==> config.mk <==
export PLATFORM = sky130hd
export DESIGN_NAME = seg_scan_driver
export DESIGN_NICKNAME = d
export VERILOG_FILES = /design/src/rtl/seg_pkg.sv /design/src/rtl/seg_decode.sv /design/src/rtl/seg_scan_driver.sv
export SDC_FILE = /design/constraint.sdc
export NUM_CORES = 1
export LEC_CHECK = 0
export ABC_AREA = 1
export BUFFER_PORTS_ARGS = -buffer_cell sky130_fd_sc_hd__buf_2
export CORE_MARGIN = 1
export CORE_UTILIZATION = 36
export CTS_CLUSTER_DIAMETER = 80
export DETAILED_ROUTE_END_ITERATION = 7
export GPL_ROUTABILITY_DRIVEN = 0
export GPL_TIMING_DRIVEN = 0
export PLACE_DENSITY = 0.63
export SYNTH_ARGS = -nofsm -noshare
export SYNTH_HDL_FRONTEND = slang
export SYNTH_SLANG_ARGS = --single-unit
==> constraint.sdc <==
create_clock -name clk -period 1.9 [get_ports clk]
set_input_delay 0.19 -clock clk [delete_from_list [all_inputs] [get_ports clk]]
set_output_delay 0.19 -clock clk [all_outputs]
set_load 0.005 [all_outputs]
==> src/rtl/seg_pkg.sv <==
// Shared definitions for the 7-segment scan driver.
//   bcd_t        : one packed BCD digit (4 bits)
//   SEG_*        : active-low segment codes, bit order {g,f,e,d,c,b,a}
package seg_pkg;

  typedef logic [3:0] bcd_t;

  localparam logic [6:0] SEG_0     = 7'h40;
  localparam logic [6:0] SEG_1     = 7'h79;
  localparam logic [6:0] SEG_2     = 7'h24;
  localparam logic [6:0] SEG_3     = 7'h30;
  localparam logic [6:0] SEG_4     = 7'h19;
  localparam logic [6:0] SEG_5     = 7'h12;
  localparam logic [6:0] SEG_6     = 7'h02;
  localparam logic [6:0] SEG_7     = 7'h78;
  localparam logic [6:0] SEG_8     = 7'h00;
  localparam logic [6:0] SEG_9     = 7'h10;
  localparam logic [6:0] SEG_DASH  = 7'h3F;
  localparam logic [6:0] SEG_BLANK = 7'h7F;

endpackage

==> src/rtl/seg_decode.sv <==
// Combinational BCD to active-low 7-segment decoder.
//   digit  : BCD digit; codes 10..15 render as a dash
//   seg_n  : segments {g,f,e,d,c,b,a}, active-low
module seg_decode
  import seg_pkg::*;
(
  input  bcd_t       digit,
  output logic [6:0] seg_n
);

  always_comb begin
    seg_n = SEG_DASH;
    unique case (digit)
      4'd0:    seg_n = SEG_0;
      4'd1:    seg_n = SEG_1;
      4'd2:    seg_n = SEG_2;
      4'd3:    seg_n = SEG_3;
      4'd4:    seg_n = SEG_4;
      4'd5:    seg_n = SEG_5;
      4'd6:    seg_n = SEG_6;
      4'd7:    seg_n = SEG_7;
      4'd8:    seg_n = SEG_8;
      4'd9:    seg_n = SEG_9;
      default: seg_n = SEG_DASH;
    endcase
  end

endmodule

==> src/rtl/seg_scan_driver.sv <==
// Multiplexed common-anode 7-segment driver with tear-free frame updates,
// anti-ghosting blank gap, leading-zero blanking and per-digit blink.
//   clk, rst    : clock, synchronous active-high reset
//   value       : packed BCD, digit 0 (rightmost) in [3:0]
//   dp, blink   : per-digit decimal point / blink enable
//   lzb         : leading-zero blanking enable
//   load        : strobe capturing value/dp/blink for the next frame boundary
//   pending     : a captured load is waiting for the frame boundary
//   an_n        : active-low anodes, at most one low
//   seg_n, dp_n : active-low segments {g,f,e,d,c,b,a} and decimal point
//   frame_tick  : one-cycle pulse after each frame boundary
module seg_scan_driver
  import seg_pkg::*;
#(
  parameter int unsigned DIGITS       = 4,
  parameter int unsigned PRESCALE     = 50000,
  parameter int unsigned BLANK_CYC    = 500,
  parameter int unsigned BLINK_FRAMES = 64
) (
  input  logic                  clk,
  input  logic                  rst,
  input  logic [4*DIGITS-1:0]   value,
  input  logic [DIGITS-1:0]     dp,
  input  logic [DIGITS-1:0]     blink,
  input  logic                  lzb,
  input  logic                  load,
  output logic                  pending,
  output logic [DIGITS-1:0]     an_n,
  output logic [6:0]            seg_n,
  output logic                  dp_n,
  output logic                  frame_tick
);

  localparam int unsigned CW = $clog2(PRESCALE);
  localparam int unsigned IW = (DIGITS > 1) ? $clog2(DIGITS) : 1;
  localparam int unsigned FW = (BLINK_FRAMES > 1) ? $clog2(BLINK_FRAMES) : 1;

  logic [CW-1:0]       cnt;
  logic [IW-1:0]       idx;
  logic [FW-1:0]       fcnt;
  logic                phase;

  logic [4*DIGITS-1:0] shadow_val, pend_val;
  logic [DIGITS-1:0]   shadow_dp, pend_dp;
  logic [DIGITS-1:0]   shadow_blink, pend_blink;

  logic                wrap, last_slot, boundary;
  logic [DIGITS-1:0]   lz_mask;
  logic                zeros_above;
  bcd_t                cur_digit;
  logic                cur_dp, cur_blink, cur_lz;
  logic [6:0]          dec_seg;
  logic [DIGITS-1:0]   an_d;
  logic [6:0]          seg_d;
  logic                dp_d;

  assign wrap      = (cnt == CW'(PRESCALE - 1));
  assign last_slot = (idx == IW'(DIGITS - 1));
  assign boundary  = wrap && last_slot;

  // Digit k is a leading zero when it and every digit to its left are zero.
  always_comb begin
    lz_mask     = '0;
    zeros_above = 1'b1;
    for (int unsigned k = DIGITS - 1; k >= 1; k--) begin
      zeros_above = zeros_above && (shadow_val[4*k +: 4] == 4'd0);
      lz_mask[k]  = zeros_above;
    end
  end

  always_comb begin
    cur_digit = '0;
    cur_dp    = 1'b0;
    cur_blink = 1'b0;
    cur_lz    = 1'b0;
    for (int unsigned k = 0; k < DIGITS; k++) begin
      if (idx == IW'(k)) begin
        cur_digit = shadow_val[4*k +: 4];
        cur_dp    = shadow_dp[k];
        cur_blink = shadow_blink[k];
        cur_lz    = lz_mask[k];
      end
    end
  end

  seg_decode u_dec (
    .digit (cur_digit),
    .seg_n (dec_seg)
  );

  always_comb begin
    an_d = '1;
    for (int unsigned k = 0; k < DIGITS; k++) begin
      if ((cnt >= CW'(BLANK_CYC)) && (idx == IW'(k))) an_d[k] = 1'b0;
    end
    seg_d = dec_seg;
    dp_d  = ~cur_dp;
    if (phase && cur_blink) begin
      seg_d = SEG_BLANK;
      dp_d  = 1'b1;
    end else if (lzb && cur_lz) begin
      seg_d = SEG_BLANK;
    end
  end

  always_ff @(posedge clk) begin
    if (rst) begin
      cnt          <= '0;
      idx          <= '0;
      fcnt         <= '0;
      phase        <= 1'b0;
      shadow_val   <= '0;
      shadow_dp    <= '0;
      shadow_blink <= '0;
      pend_val     <= '0;
      pend_dp      <= '0;
      pend_blink   <= '0;
      pending      <= 1'b0;
      an_n         <= '1;
      seg_n        <= SEG_BLANK;
      dp_n         <= 1'b1;
      frame_tick   <= 1'b0;
    end else begin
      cnt <= wrap ? '0 : cnt + 1'b1;
      if (wrap) idx <= last_slot ? '0 : idx + 1'b1;

      if (boundary) begin
        if (fcnt == FW'(BLINK_FRAMES - 1)) begin
          fcnt  <= '0;
          phase <= ~phase;
        end else begin
          fcnt <= fcnt + 1'b1;
        end
      end

      // A load landing on the boundary bypasses the pending register.
      if (load && boundary) begin
        shadow_val   <= value;
        shadow_dp    <= dp;
        shadow_blink <= blink;
        pending      <= 1'b0;
      end else if (load) begin
        pend_val   <= value;
        pend_dp    <= dp;
        pend_blink <= blink;
        pending    <= 1'b1;
      end else if (boundary && pending) begin
        shadow_val   <= pend_val;
        shadow_dp    <= pend_dp;
        shadow_blink <= pend_blink;
        pending      <= 1'b0;
      end

      an_n       <= an_d;
      seg_n      <= seg_d;
      dp_n       <= dp_d;
      frame_tick <= boundary;
    end
  end

endmodule

# After elaboration in Yosys (flattened, before gate mapping)
# Memories as Yosys holds them, arrays and structs flattened. A register that Yosys moved wholly into a read port is not among the register bits.
# Cells that the tools add are included.
# word_totals
regBits	80
romBits	112
input_bits	28
output_inout_bits	14
elab_cells	84
memories	1
# op_classes
addsub	3
n_lt_le_gt_ge	1
eq_ne	6
n_mux	32
bitwise_logic	3
n_reduce_logical	24
# mem_list
name	depth	word_bits	rd	rd_clocked_by_memory_dff	write_ports	line_no	source
(no name shown)	16	7	1	1	0	seg_decode.sv:13	unique case (digit)
# op_table
op	count
$mux W16	3
$mux W4	10
$mux W1	17
$add A16 B1 Y16 const B	1
$eq A16 B16 Y1 const B	1
$ge A16 B9 Y1 const B	1
$logic_not A4 Y1	3
$logic_and A1 B1 Y1	11
$add A6 B1 Y6 const B	1
$eq A6 B6 Y1 const B	1
$mux W6	1
$reduce_and A2 Y1	3
$reduce_or A2 Y1	3
$eq A2 B2 Y1 const B	2
$reduce_bool A2 Y1	2
$not A1 Y1	3
$reduce_or A3 Y1	1
$add A2 B1 Y2 const B	1
$eq A2 B1 Y1 const B	1
$logic_not A2 Y1	1
$mux W2	1
$ne A2 B1 Y1 const B	1

# Logic depth before layout (Yosys ltp)
# logic_depth
ltp_word	8
ltp_mapped	13
mapped_depth_nobuf	13

# Hierarchy
# From an unflattened synthesis, not the netlist that was laid out.
# hier_totals
hier_cells	636
area_unflattened_um2	4388.0
# modules_own_cells
module	n_inst	cells_per_inst	area_per_inst_um2	seq_area_each_um2
seg_scan_driver	1	601	4201.5	1741.7
seg_decode	1	35	186.4	0.0

# Worst setup path before layout
# OpenSTA, ideal clock, no wires.
# synth_timing
path_type	flip-flop to flip-flop
from	register idx[0]
to	register seg_n[5]
setup_ps	142
arrival_ps	1701
t_required_ps	1758
path_slack_ps	57
stages_incl_launch_ff	12
n_path_buf	2
period_less_slack_ps	1843
cell_sequence	dfxtp_1 -> ha_1 -> buf_2 -> buf_2 -> a21oi_1 -> nand2_1 -> nand2_1 -> inv_1 -> ha_1 -> nand3b_1 -> nand3_1 -> nand3_1
# synth_via
elab_chain_cells	7
word_cells_on_any_way	18
cone_classes	eq/ne: 3; mux: 11; reduce/logical: 4
# synth_lines
element	line_no	source
start: declaration	seg_scan_driver.sv:39	logic [IW-1:0] idx;
start signal: assignment	seg_scan_driver.sv:125	if (wrap) idx <= last_slot ? '0 : idx + 1'b1;
$logic_not A2 Y1	seg_scan_driver.sv:77	if (idx == IW'(k)) begin
$mux W1 (4 in series)	seg_scan_driver.sv:77	
$logic_and A1 B1 Y1	seg_scan_driver.sv:98	if (phase && cur_blink) begin
$reduce_or A3 Y1 (no line)	n/a	
end: declaration	seg_scan_driver.sv:29	output logic [6:0] seg_n,
# Parallel ways exist; a longest one is shown, timed or not.
# A chain may end at the register's enable or synchronous reset.

# Final worst setup path
# Same ends and word-level chain as after synthesis.

==> results.md <==
- Status: complete, no violations
- Syn_area_per_cell: 6.94 um^2
- # hold bufs at CTS: 0
- Fin cells: 873
- Setup_tns: 0 ps
- Post-Syn Area: 4470 um^2
- Antenna fix cells: 0
- Top-count cell post-synth: nand2_1
- Drt drc: 0
- GRT Total Usage: 0.171
- Final Skew: 10.3 ps
- Ports: 42
- R2R Path Start: idx[0]$_SDFFE_PP0P_
- Die W: 113 um
- Clock Pin Slew Worst Setup and Hold Paths: 60 ps
- DRT Pass-1 Iters: 7
- Worst-Skew Late Latency: 350 ps
- Maximum fanout along the worst path: 10
- Hpwl dp: 7770 um
- Placed Instances: 853
- Slowest CP cell: dfxtp_4
- Internal Power: 3.11 mW
- Worst VDD drop: 0.000508 V
- Sink Count: 87
- Synth Instances: 644
- Crit path cell chain: ha_1, buf_6, buf_6, a21oi_2, nand2_1, nand2_2, inv_2, ha_1, nand3b_1, nand3_1, nand3_1
- Vias in the first global route: 3,811
- Num rows: 40
- Final wirelength: 10,200 um
- P_sw: 0.907 mW
- Nets@finish: 742
- Max Cap Viol: 0
- Max Clk Rate: 0.552 GHz
- CTS Buffer Depth: 2
- EDFF count, synth: 0
- CP Data Required Time: 2110 ps
- Total CTS buffers: 9
- Netlist cell types: 39
- Sequential share of power: 0.471
- Clock root buffer: clkbuf_16
- Height of the die: 113 um
- P per Cell Area: 756 nW/um^2
- Critical Path End Type: flop
- Max incr delay on CP: 350 ps
- Synth Area in Compound Gates: 0.132
- Fraction of layout cells with a size suffix above 1: 0.189
- Xor and xnor fraction of the mapped netlist area: 0.00588
- Worst R2R Setup Slack: 90 ps
- Combinational fraction of design power: 0.063
- Yosys top cell by area: dfxtp_1
- Post-synth top cells: nand2_1, inv_1, dfxtp_1
- Synth Warn #: 0
- Hold Path Class: in2reg
- Adder-cell share of the synthesized area: 0.0364
- CP arrival: 2020 ps
- Top cells by area, synth: dfxtp_1, nand2_1, inv_1
- Vias: 3,983
- Via density: 4.56
- Core Region: 12,100 um^2
- Relative slew slack: 0.467
- Initial DRC count: 271
- Critical R2R Capture: seg_n[5]$_SDFF_PP1_
- Top-area cell type share of the netlist area: 0.389
- GR Overflow Total: 0
- Register bit total from synthesis: 87
- R2R depth: 11
- Total die area: 12,900 um^2
- First-pass GRT wire length: 17,500 um
- Hold Crit Start: rst
- Antenna violations before repair: 0
- Worst Tran Pin Value: 799 ps
- Post-Synth Simple-Gate Area: 0.307
- IO buf count: 41
- Initial core utilization: 0.371
- Hold Path End: frame_tick$_SDFF_PP0_
- Clock network fraction of total power: 0.467
- Seq/Total Area, Yosys: 0.389
- Final worst path period share: 0.954
- Syn_nets: 685
- LEAKAGE: 2.48 nW
- Depth of the worst hold-timing path: 2
- Total power: 4.01 mW
- WL per Instance: 11.7 um
- Synth Flop Type: dfxtp_1
- Largest family of logic cells by synthesized area: simple AND/OR/NAND/NOR gates
- Endpoints failing setup: 0
- Mux contribution to synthesized area: 0
- Period minus WS final: 1810 ps
- Post-synth ARST share: 0
- Slew Limit Fails: 0
- Largest net degree at the start of global routing: 15
- CP Class: reg2reg
- Final Hold Fails: 0
- Antenna Violating Nets Remaining: 0
- H-tree Lvls: 3
- Area grow syn2layout: 18.7%
- CTS tree: built
- Critical path launch point type: flop
- Net Sw Frac: 0.226
-- worst max-delay path, delay by kind of cell (launching register included) --
kind | cells | cell delay (ps)
simple gates | 5 | 510
fa+ha+maj | 2 | 400
flops | 1 | 350
compound gates | 1 | 90
buf+inv | 3 | 320
-- state kept, by name (all words and copies together), names as in the netlist, 2 cells and up --
| name | count |
|---|---|
| pend_dp | 4 |
| shadow_val | 16 |
| pend_val | 16 |
| shadow_dp | 4 |
| pend_blink | 4 |
| idx | 2 |
| cnt | 16 |
| fcnt | 6 |
| shadow_blink | 4 |
| an_n | 4 |
| seg_n | 7 |
-- what timing repair did --
item	CTS	global route
cloned	0	1
pin swaps	1	3
setup buffers	0	4
resized for setup	13	20
hold endpoints to repair	0	0
setup endpoints to repair	7	61
-- worst max-delay path by stage --
stage                              from                    to  slack, ps
CTS                 idx[0]$_SDFFE_PP0P_   seg_n[5]$_SDFF_PP1_          5
detailed placement  idx[1]$_SDFFE_PP0P_   seg_n[5]$_SDFF_PP1_       -210
floorplan           idx[0]$_SDFFE_PP0P_   seg_n[5]$_SDFF_PP1_         60
finish              idx[0]$_SDFFE_PP0P_   seg_n[5]$_SDFF_PP1_         90
global route          cnt[1]$_SDFF_PP0_  fcnt[5]$_SDFFE_PP0P_        -20
global placement    idx[0]$_SDFFE_PP0P_   seg_n[5]$_SDFF_PP1_       -150
-- layer usage --
metal | track usage | wire length [um] | up-vias
met3 | 0.0367 | 364 | 11
met4 | 0.0596 | 129 | 0
met2 | 0.288 | 4870 | 64
met5 | 0 | 0 | -
li1 | - | - | 2122
met1 | 0.216 | 4850 | 1786
-- area by class of cell --
type | count | area (um^2)
fillers | 1253 | 6750
multi-input cells | 421 | 2200
flip-flops and latches | 87 | 1750
inverters | 112 | 425
repair buffers | 46 | 240
clock buffers | 9 | 225
well taps | 168 | 210
plain buffers | 24 | 179
clock inverters | 6 | 83.8
-- cells in the final DEF, fill, tap and decap left out, drive strengths merged, types with 6 or more instances in the layout --
cell    netlist  layout
nand2       199     199
inv         111     112
dfxtp        87      87
a21oi        73      73
buf          18      64
nand3        48      48
nor2         31      31
o21ai        20      20
clkbuf        6      15
ha           13      13
nor3         10      10
nand4         6       6
-- per-stage QoR --
step,util,hold WS (ps),area (um^2),worst slack (ps)
after floorplan,-,274,4470,56.9
final,0.440,121,5310,87.4
after global routing,0.440,134,5310,-19.8
after CTS,0.433,119,5220,4.56
after detailed placement,0.405,445,4890,-207
after global placement,0.405,440,4890,-152
-- logic make-up after synthesis --
family	count (synthesis)
buf+inv	136
compound gates	102
flops	87
simple gates	303
xor+xnor	3
fa+ha+maj	13
-- power by group through the flow --
stage	Combinational [mW]	Sequential, mW	Clock (mW)
5_1_grt	0.289	1.89	1.99
4_1_cts	0.253	1.89	1.92
6_report	0.252	1.89	1.87
3_5_place_dp	0.252	1.93	0
3_3_place_gp	0.246	1.93	0
2_1_floorplan	0.165	1.93	0
Note: power is estimated with default switching activity, not from simulation.
